===== src/rtl/ps2_host_tx.sv =====
// ps2_host_tx: PS/2 host-to-device transmitter.
//
// Sends one command byte to the keyboard using the request-to-send handshake:
// hold the clock low, place the start bit, release the clock, then shift data
// bits out on each device falling clock edge. The device's ACK or NACK is
// reported with a one-cycle tx_done pulse. Both PS/2 lines are open-drain; the
// *_oe outputs pull a line low when 1, and the tristates are built at top level.
//
// Ports:
//   clk, resetn        system clock, asynchronous active-low reset
//   tx_data, tx_valid  command byte (LSB first) and request; accepted on tx_valid && tx_ready
//   tx_ready, busy     idle / transfer-in-progress, decoded from state
//   tx_done            one-cycle pulse at end of every transfer (including timeout)
//   tx_ack_ok          valid with tx_done: 1 = device ACK
//   tx_error           pulses with tx_done on NACK or timeout
//   ps2_clk_in/_data_in  raw asynchronous PS/2 lines
//   ps2_clk_oe/_data_oe  1 = pull the line low, 0 = release

module ps2_host_tx #(
  parameter int unsigned INHIBIT_CYCLES = 10000,
  parameter int unsigned TIMEOUT_CYCLES = 2000000
) (
  input  logic       clk,
  input  logic       resetn,
  input  logic [7:0] tx_data,
  input  logic       tx_valid,
  output logic       tx_ready,
  output logic       busy,
  output logic       tx_done,
  output logic       tx_ack_ok,
  output logic       tx_error,
  input  logic       ps2_clk_in,
  input  logic       ps2_data_in,
  output logic       ps2_clk_oe,
  output logic       ps2_data_oe
);

  localparam int unsigned InhW = (INHIBIT_CYCLES > 1) ? $clog2(INHIBIT_CYCLES) : 1;
  localparam int unsigned ToW  = (TIMEOUT_CYCLES > 1) ? $clog2(TIMEOUT_CYCLES) : 1;
  localparam logic [InhW-1:0] InhMax = InhW'(INHIBIT_CYCLES - 1);
  localparam logic [ToW-1:0]  ToMax  = ToW'(TIMEOUT_CYCLES - 1);

  typedef enum logic [2:0] {
    StIdle,
    StInhibit,
    StData,
    StParity,
    StStop,
    StAck,
    StWaitIdle
  } state_e;

  state_e          state_q, state_d;
  logic [InhW-1:0] inh_cnt_q, inh_cnt_d;
  logic [ToW-1:0]  to_cnt_q, to_cnt_d;
  logic [2:0]      bit_cnt_q, bit_cnt_d;
  logic [7:0]      shift_q, shift_d;
  logic            parity_q, parity_d;
  logic            ack_q, ack_d;
  logic            clk_oe_q, clk_oe_d;
  logic            data_oe_q, data_oe_d;
  logic            done_q, done_d;
  logic            ack_ok_q, ack_ok_d;
  logic            error_q, error_d;

  // Synchronizers; lines idle high, so reset to 1 to avoid a false falling edge.
  logic clk_meta_q, clk_sync_q, clk_prev_q;
  logic data_meta_q, data_sync_q;
  logic clk_fall;

  always_ff @(posedge clk or negedge resetn) begin
    if (!resetn) begin
      clk_meta_q  <= 1'b1;
      clk_sync_q  <= 1'b1;
      clk_prev_q  <= 1'b1;
      data_meta_q <= 1'b1;
      data_sync_q <= 1'b1;
    end else begin
      clk_meta_q  <= ps2_clk_in;
      clk_sync_q  <= clk_meta_q;
      clk_prev_q  <= clk_sync_q;
      data_meta_q <= ps2_data_in;
      data_sync_q <= data_meta_q;
    end
  end

  assign clk_fall = clk_prev_q & ~clk_sync_q;

  always_comb begin
    state_d   = state_q;
    inh_cnt_d = inh_cnt_q;
    to_cnt_d  = to_cnt_q;
    bit_cnt_d = bit_cnt_q;
    shift_d   = shift_q;
    parity_d  = parity_q;
    ack_d     = ack_q;
    clk_oe_d  = clk_oe_q;
    data_oe_d = data_oe_q;
    done_d    = 1'b0;
    ack_ok_d  = 1'b0;
    error_d   = 1'b0;

    unique case (state_q)
      StIdle: begin
        clk_oe_d  = 1'b0;
        data_oe_d = 1'b0;
        if (tx_valid) begin
          shift_d   = tx_data;
          parity_d  = ~^tx_data;
          clk_oe_d  = 1'b1;
          inh_cnt_d = '0;
          state_d   = StInhibit;
        end
      end

      StInhibit: begin
        if (inh_cnt_q == InhMax) begin
          // Start bit goes out as the clock is released: this is the RTS.
          clk_oe_d  = 1'b0;
          data_oe_d = 1'b1;
          to_cnt_d  = '0;
          bit_cnt_d = '0;
          state_d   = StData;
        end else begin
          inh_cnt_d = inh_cnt_q + InhW'(1);
        end
      end

      default: begin
        // Device-clocked phase, bounded by the timeout; timeout wins over an edge.
        to_cnt_d = to_cnt_q + ToW'(1);
        if (to_cnt_q == ToMax) begin
          to_cnt_d  = to_cnt_q;
          clk_oe_d  = 1'b0;
          data_oe_d = 1'b0;
          done_d    = 1'b1;
          error_d   = 1'b1;
          state_d   = StIdle;
        end else begin
          case (state_q)
            StData: begin
              if (clk_fall) begin
                data_oe_d = ~shift_q[bit_cnt_q];
                bit_cnt_d = bit_cnt_q + 3'd1;
                if (bit_cnt_q == 3'd7) begin
                  state_d = StParity;
                end
              end
            end
            StParity: begin
              if (clk_fall) begin
                data_oe_d = ~parity_q;
                state_d   = StStop;
              end
            end
            StStop: begin
              if (clk_fall) begin
                data_oe_d = 1'b0;
                state_d   = StAck;
              end
            end
            StAck: begin
              if (clk_fall) begin
                ack_d   = ~data_sync_q;
                state_d = StWaitIdle;
              end
            end
            StWaitIdle: begin
              if (clk_sync_q && data_sync_q) begin
                done_d   = 1'b1;
                ack_ok_d = ack_q;
                error_d  = ~ack_q;
                state_d  = StIdle;
              end
            end
            default: state_d = StIdle;
          endcase
        end
      end
    endcase
  end

  always_ff @(posedge clk or negedge resetn) begin
    if (!resetn) begin
      state_q   <= StIdle;
      inh_cnt_q <= '0;
      to_cnt_q  <= '0;
      bit_cnt_q <= '0;
      shift_q   <= '0;
      parity_q  <= 1'b0;
      ack_q     <= 1'b0;
      clk_oe_q  <= 1'b0;
      data_oe_q <= 1'b0;
      done_q    <= 1'b0;
      ack_ok_q  <= 1'b0;
      error_q   <= 1'b0;
    end else begin
      state_q   <= state_d;
      inh_cnt_q <= inh_cnt_d;
      to_cnt_q  <= to_cnt_d;
      bit_cnt_q <= bit_cnt_d;
      shift_q   <= shift_d;
      parity_q  <= parity_d;
      ack_q     <= ack_d;
      clk_oe_q  <= clk_oe_d;
      data_oe_q <= data_oe_d;
      done_q    <= done_d;
      ack_ok_q  <= ack_ok_d;
      error_q   <= error_d;
    end
  end

  assign tx_ready    = (state_q == StIdle);
  assign busy        = (state_q != StIdle);
  assign tx_done     = done_q;
  assign tx_ack_ok   = ack_ok_q;
  assign tx_error    = error_q;
  assign ps2_clk_oe  = clk_oe_q;
  assign ps2_data_oe = data_oe_q;

endmodule

===== config.mk =====
export PLATFORM = sky130hd
export DESIGN_NAME = ps2_host_tx
export DESIGN_NICKNAME = d
export VERILOG_FILES = /design/src/rtl/ps2_host_tx.sv
export SDC_FILE = /design/constraint.sdc
export NUM_CORES = 1
export LEC_CHECK = 0
export CAP_MARGIN = 20
export CORE_ASPECT_RATIO = 0.8
export CORE_MARGIN = 5
export CORE_UTILIZATION = 45
export DETAILED_ROUTE_END_ITERATION = 10
export GPL_TIMING_DRIVEN = 0
export PLACE_DENSITY = 0.71
export SETUP_SLACK_MARGIN = 0.5
export SLEW_MARGIN = 30
export SYNTH_ARGS = -nofsm -noshare
export SYNTH_HDL_FRONTEND = slang
export SYNTH_SLANG_ARGS = --single-unit

===== constraint.sdc =====
create_clock -name clk -period 1.9 [get_ports clk]
set_clock_uncertainty 0.15 [all_clocks]
set_input_delay 0.38 -clock clk [delete_from_list [all_inputs] [get_ports clk]]
set_output_delay 0.38 -clock clk [all_outputs]
set_load 0.01 [all_outputs]

==> impl_metrics.yaml <==
status:
  outcome: "finished with violations"
  violations: "negative setup slack"
worst_setup_path:
  endpoint_kind: "register"
  critical_path.slowest_cell: "or4b_4"
  criticalPathCategory: "register to register"
  r2r_cells: 6
  r2r-end: "bit_cnt_q[0]$_DFFE_PN0P_"
  cp-start-kind: "register"
  crit_required_ns: 1.97
  crit_chain: "or4b_4, and4b_2, buf_6, nand2_4, o41ai_4, mux2_4"
  timing.rr.start: "inh_cnt_q[6]$_DFFE_PN0P_"
  regToRegSetupSlack_ns: -0.27
  critical-path-max-stage-delay_ns: 0.54
  cp.arrival_ns: 2.24
  crit_path_max_fanout: 3
clocking:
  insertion_delay_ns: 0.34
  ctsLongestPathBuffers: 2
  root_buffer: "clkbuf_8"
  h-tree-depth: 3
  cts_tree: "built"
  clkTransAtPathRegs_ns: 0.07
  cts_buffers: 9
  cts.sinks: 61
timing:
  max_freq_mhz: 461
  max_slew.worst_pin.slew_ns: 0.508
  finalHoldViolCount: 0
  final.setup.tns_ns: -8.36
  finalWorstSetupSlack_ns: -0.269
  fin_crit_sh: 1.14
  setup_viol: 45
  rsz0062_at_grt: "yes"
  relSlewSlack: 0.658
  layout_min_cycle_time_ns: 2.17
  slew_viol_final: 0
grt:
  antenna_found_initial: 0
  grt_pass1_wl_um: 13700
  grtUsageMet2: 0.293
  grt_max_degree: 34
  track_usage: 0.187
  grt_use_met1: 0.261
  grt_pass1_vias: 2724
  grt_overflow: 0
  met3_usage: 0.0454
  top_usage_layer: "met2"
placement:
  detailedPlace.worstSlack_ns: -0.371
  numPortBuffers: 19
  hpwl_um: 4840
  gp_congestion: 0.816
run:
  drv_cap: 0
final_layout:
  antenna_cells_inserted: 0
  final_cell_mix: "dfrtp_1 (52), buf_4 (35), nand2_1 (30)"
  final_common_cell: "dfrtp_1"
  drive_gt1_frac: 0.444
  fin_util: 0.670
  finalNetCount: 434
  area_growth_pct: 42.2
min_path:
  hp-start: "data_meta_q$_DFF_PN1_"
  hold_path_depth: 0
  worst_hold_path_type: "register to register"
  whs_endpoint: "data_sync_q$_DFF_PN1_"
logic_synthesis:
  ys_types: 66
  synth_seq_area_share: 0.465
  synth-seq-cells: 61
  synth_area_per_cell_sq_um: 9.84
  synth_area_sq_um: 3300
  async_flop_share: 1.00
  yosysWarningCount: 0
  synth_cells: 335
  synth_nets: 355
  synth-edff-count: 0
  synthFlopType: "dfrtp_1"
routing:
  drtPass1Iterations: 4
  drc: 0
  drtAntennaViolNets: 0
  first_iter_violations: 126
  via_per_inst: 5.46
  wire_per_inst_um: 16.4
  wirelength_um: 8310
  vias: 2761
floorplan:
  num_io_pins: 20
  die_w_um: 106
  placementRows: 27
  die_height_um: 86.5
  core_sq_um: 6990
  die_area_sq_um: 9150
  start_util: 0.471
power:
  powerDensity_nw_per_um2: 1250
  ir_worst_vdd_uv: 492
  totalPowerFinal_mw: 5.87
  power_leakage_nw: 2.02
-- how the worst max path moves through the flow --
stage                               from                       end
3_3_place_gp                      resetn  to_cnt_q[16]$_DFFE_PN0P_
3_5_place_dp      state_q[2]$_DFFE_PN0P_         ack_q$_DFFE_PN0P_
4_1_cts        inh_cnt_q[12]$_DFFE_PN0P_    state_q[0]$_DFFE_PN0P_
6_report        inh_cnt_q[6]$_DFFE_PN0P_  bit_cnt_q[0]$_DFFE_PN0P_
2_1_floorplan  inh_cnt_q[12]$_DFFE_PN0P_  bit_cnt_q[0]$_DFFE_PN0P_
5_1_grt         inh_cnt_q[6]$_DFFE_PN0P_   ps2_data_oe$_DFFE_PN0P_
-- per-stage QoR --
step | hold WS [ns] | area [sq um] | std cells
5_1_grt | 0.217 | 4690 | 506
4_1_cts | 0.211 | 4400 | 490
3_3_place_gp | 0.200 | 3690 | 441
3_5_place_dp | 0.174 | 3710 | 442
6_report | 0.208 | 4690 | 506
2_1_floorplan | -0.0656 | 3390 | 335
-- cell families after synthesis --
logic type,Yosys count,share of synthesized area
xor+xnor,35,0.0930
compound gates,33,0.0782
flops,61,0.465
buf+inv,25,0.0406
simple gates,164,0.257
fa+ha+maj,7,0.0266
mux,10,0.0399
-- report_power, final --
part	leakage (nW)	switching, mW	internal, mW
registers	0.787	0.264	1.58
clock network	0.0931	0.506	0.600
logic	1.14	1.41	1.51
total	2.02	2.18	3.69
-- layout make-up --
| type | instances | area, sq um |
|---|---|---|
| Fill cell | 494 | 2310 |
| Multi-Input combinational cell | 249 | 2040 |
| Sequential cell | 61 | 1540 |
| Timing Repair Buffer | 68 | 617 |
| Buffer | 11 | 143 |
| Clock buffer | 11 | 131 |
| Tap cell | 87 | 109 |
| Inverter | 14 | 61.3 |
| Clock inverter | 5 | 52.6 |
-- layer usage --
layer,share of wire,vias up,routed length (um)
li1,-,1318,-
met1,0.47,1389,3910
met2,0.48,46,4030
met3,0.036,8,297
met4,0.0084,0,70
met5,0,-,0
-- cells in the mapped netlist, types with 3 or more instances --
cell type   n  share of area
mux2i_1     6          0.018
xnor2_1    22          0.058
and2_1      3         0.0057
dfrtp_1    56           0.43
dfstp_2     5          0.040
buf_2       3         0.0046
clkbuf_1    3         0.0034
nand4_1    14          0.027
xor2_1     13          0.035
and3_1      8          0.015
o21ai_1     3         0.0046
and3_2      3         0.0068
nor4_1      4         0.0076
inv_1      13          0.015
nand2_1    46          0.052
nand3_1    14          0.021
nor2_1     37          0.042
o21ai_0     9          0.014
ha_1        7          0.027
nor3_1     10          0.015
-- registers in the layout, indices dropped and copies added, names as in the netlist, 3 cells and up --
signal,cells
to_cnt_q,21
inh_cnt_q,14
shift_q,8
bit_cnt_q,3
state_q,3
-- timing repair --
action	4_1_cts	5_1_grt
endpoints found under the hold margin	23	0
pin swaps	21	32
endpoints found under the setup margin	63	60
setup buffers	27	16
gates resized for setup	100	46
hold buffers	1	0
cloned	4	0
-- worst max-delay path: cells and delay by family, from the launching register on --
kind	cells	cell delay, ns
and+or+nand+nor	3	0.98
buffers and inverters	1	0.12
DFF	1	0.38
muxes	1	0.33
AOI/OAI and AO/OA	1	0.08
No activity file was read; power rests on OpenSTA's default activity.
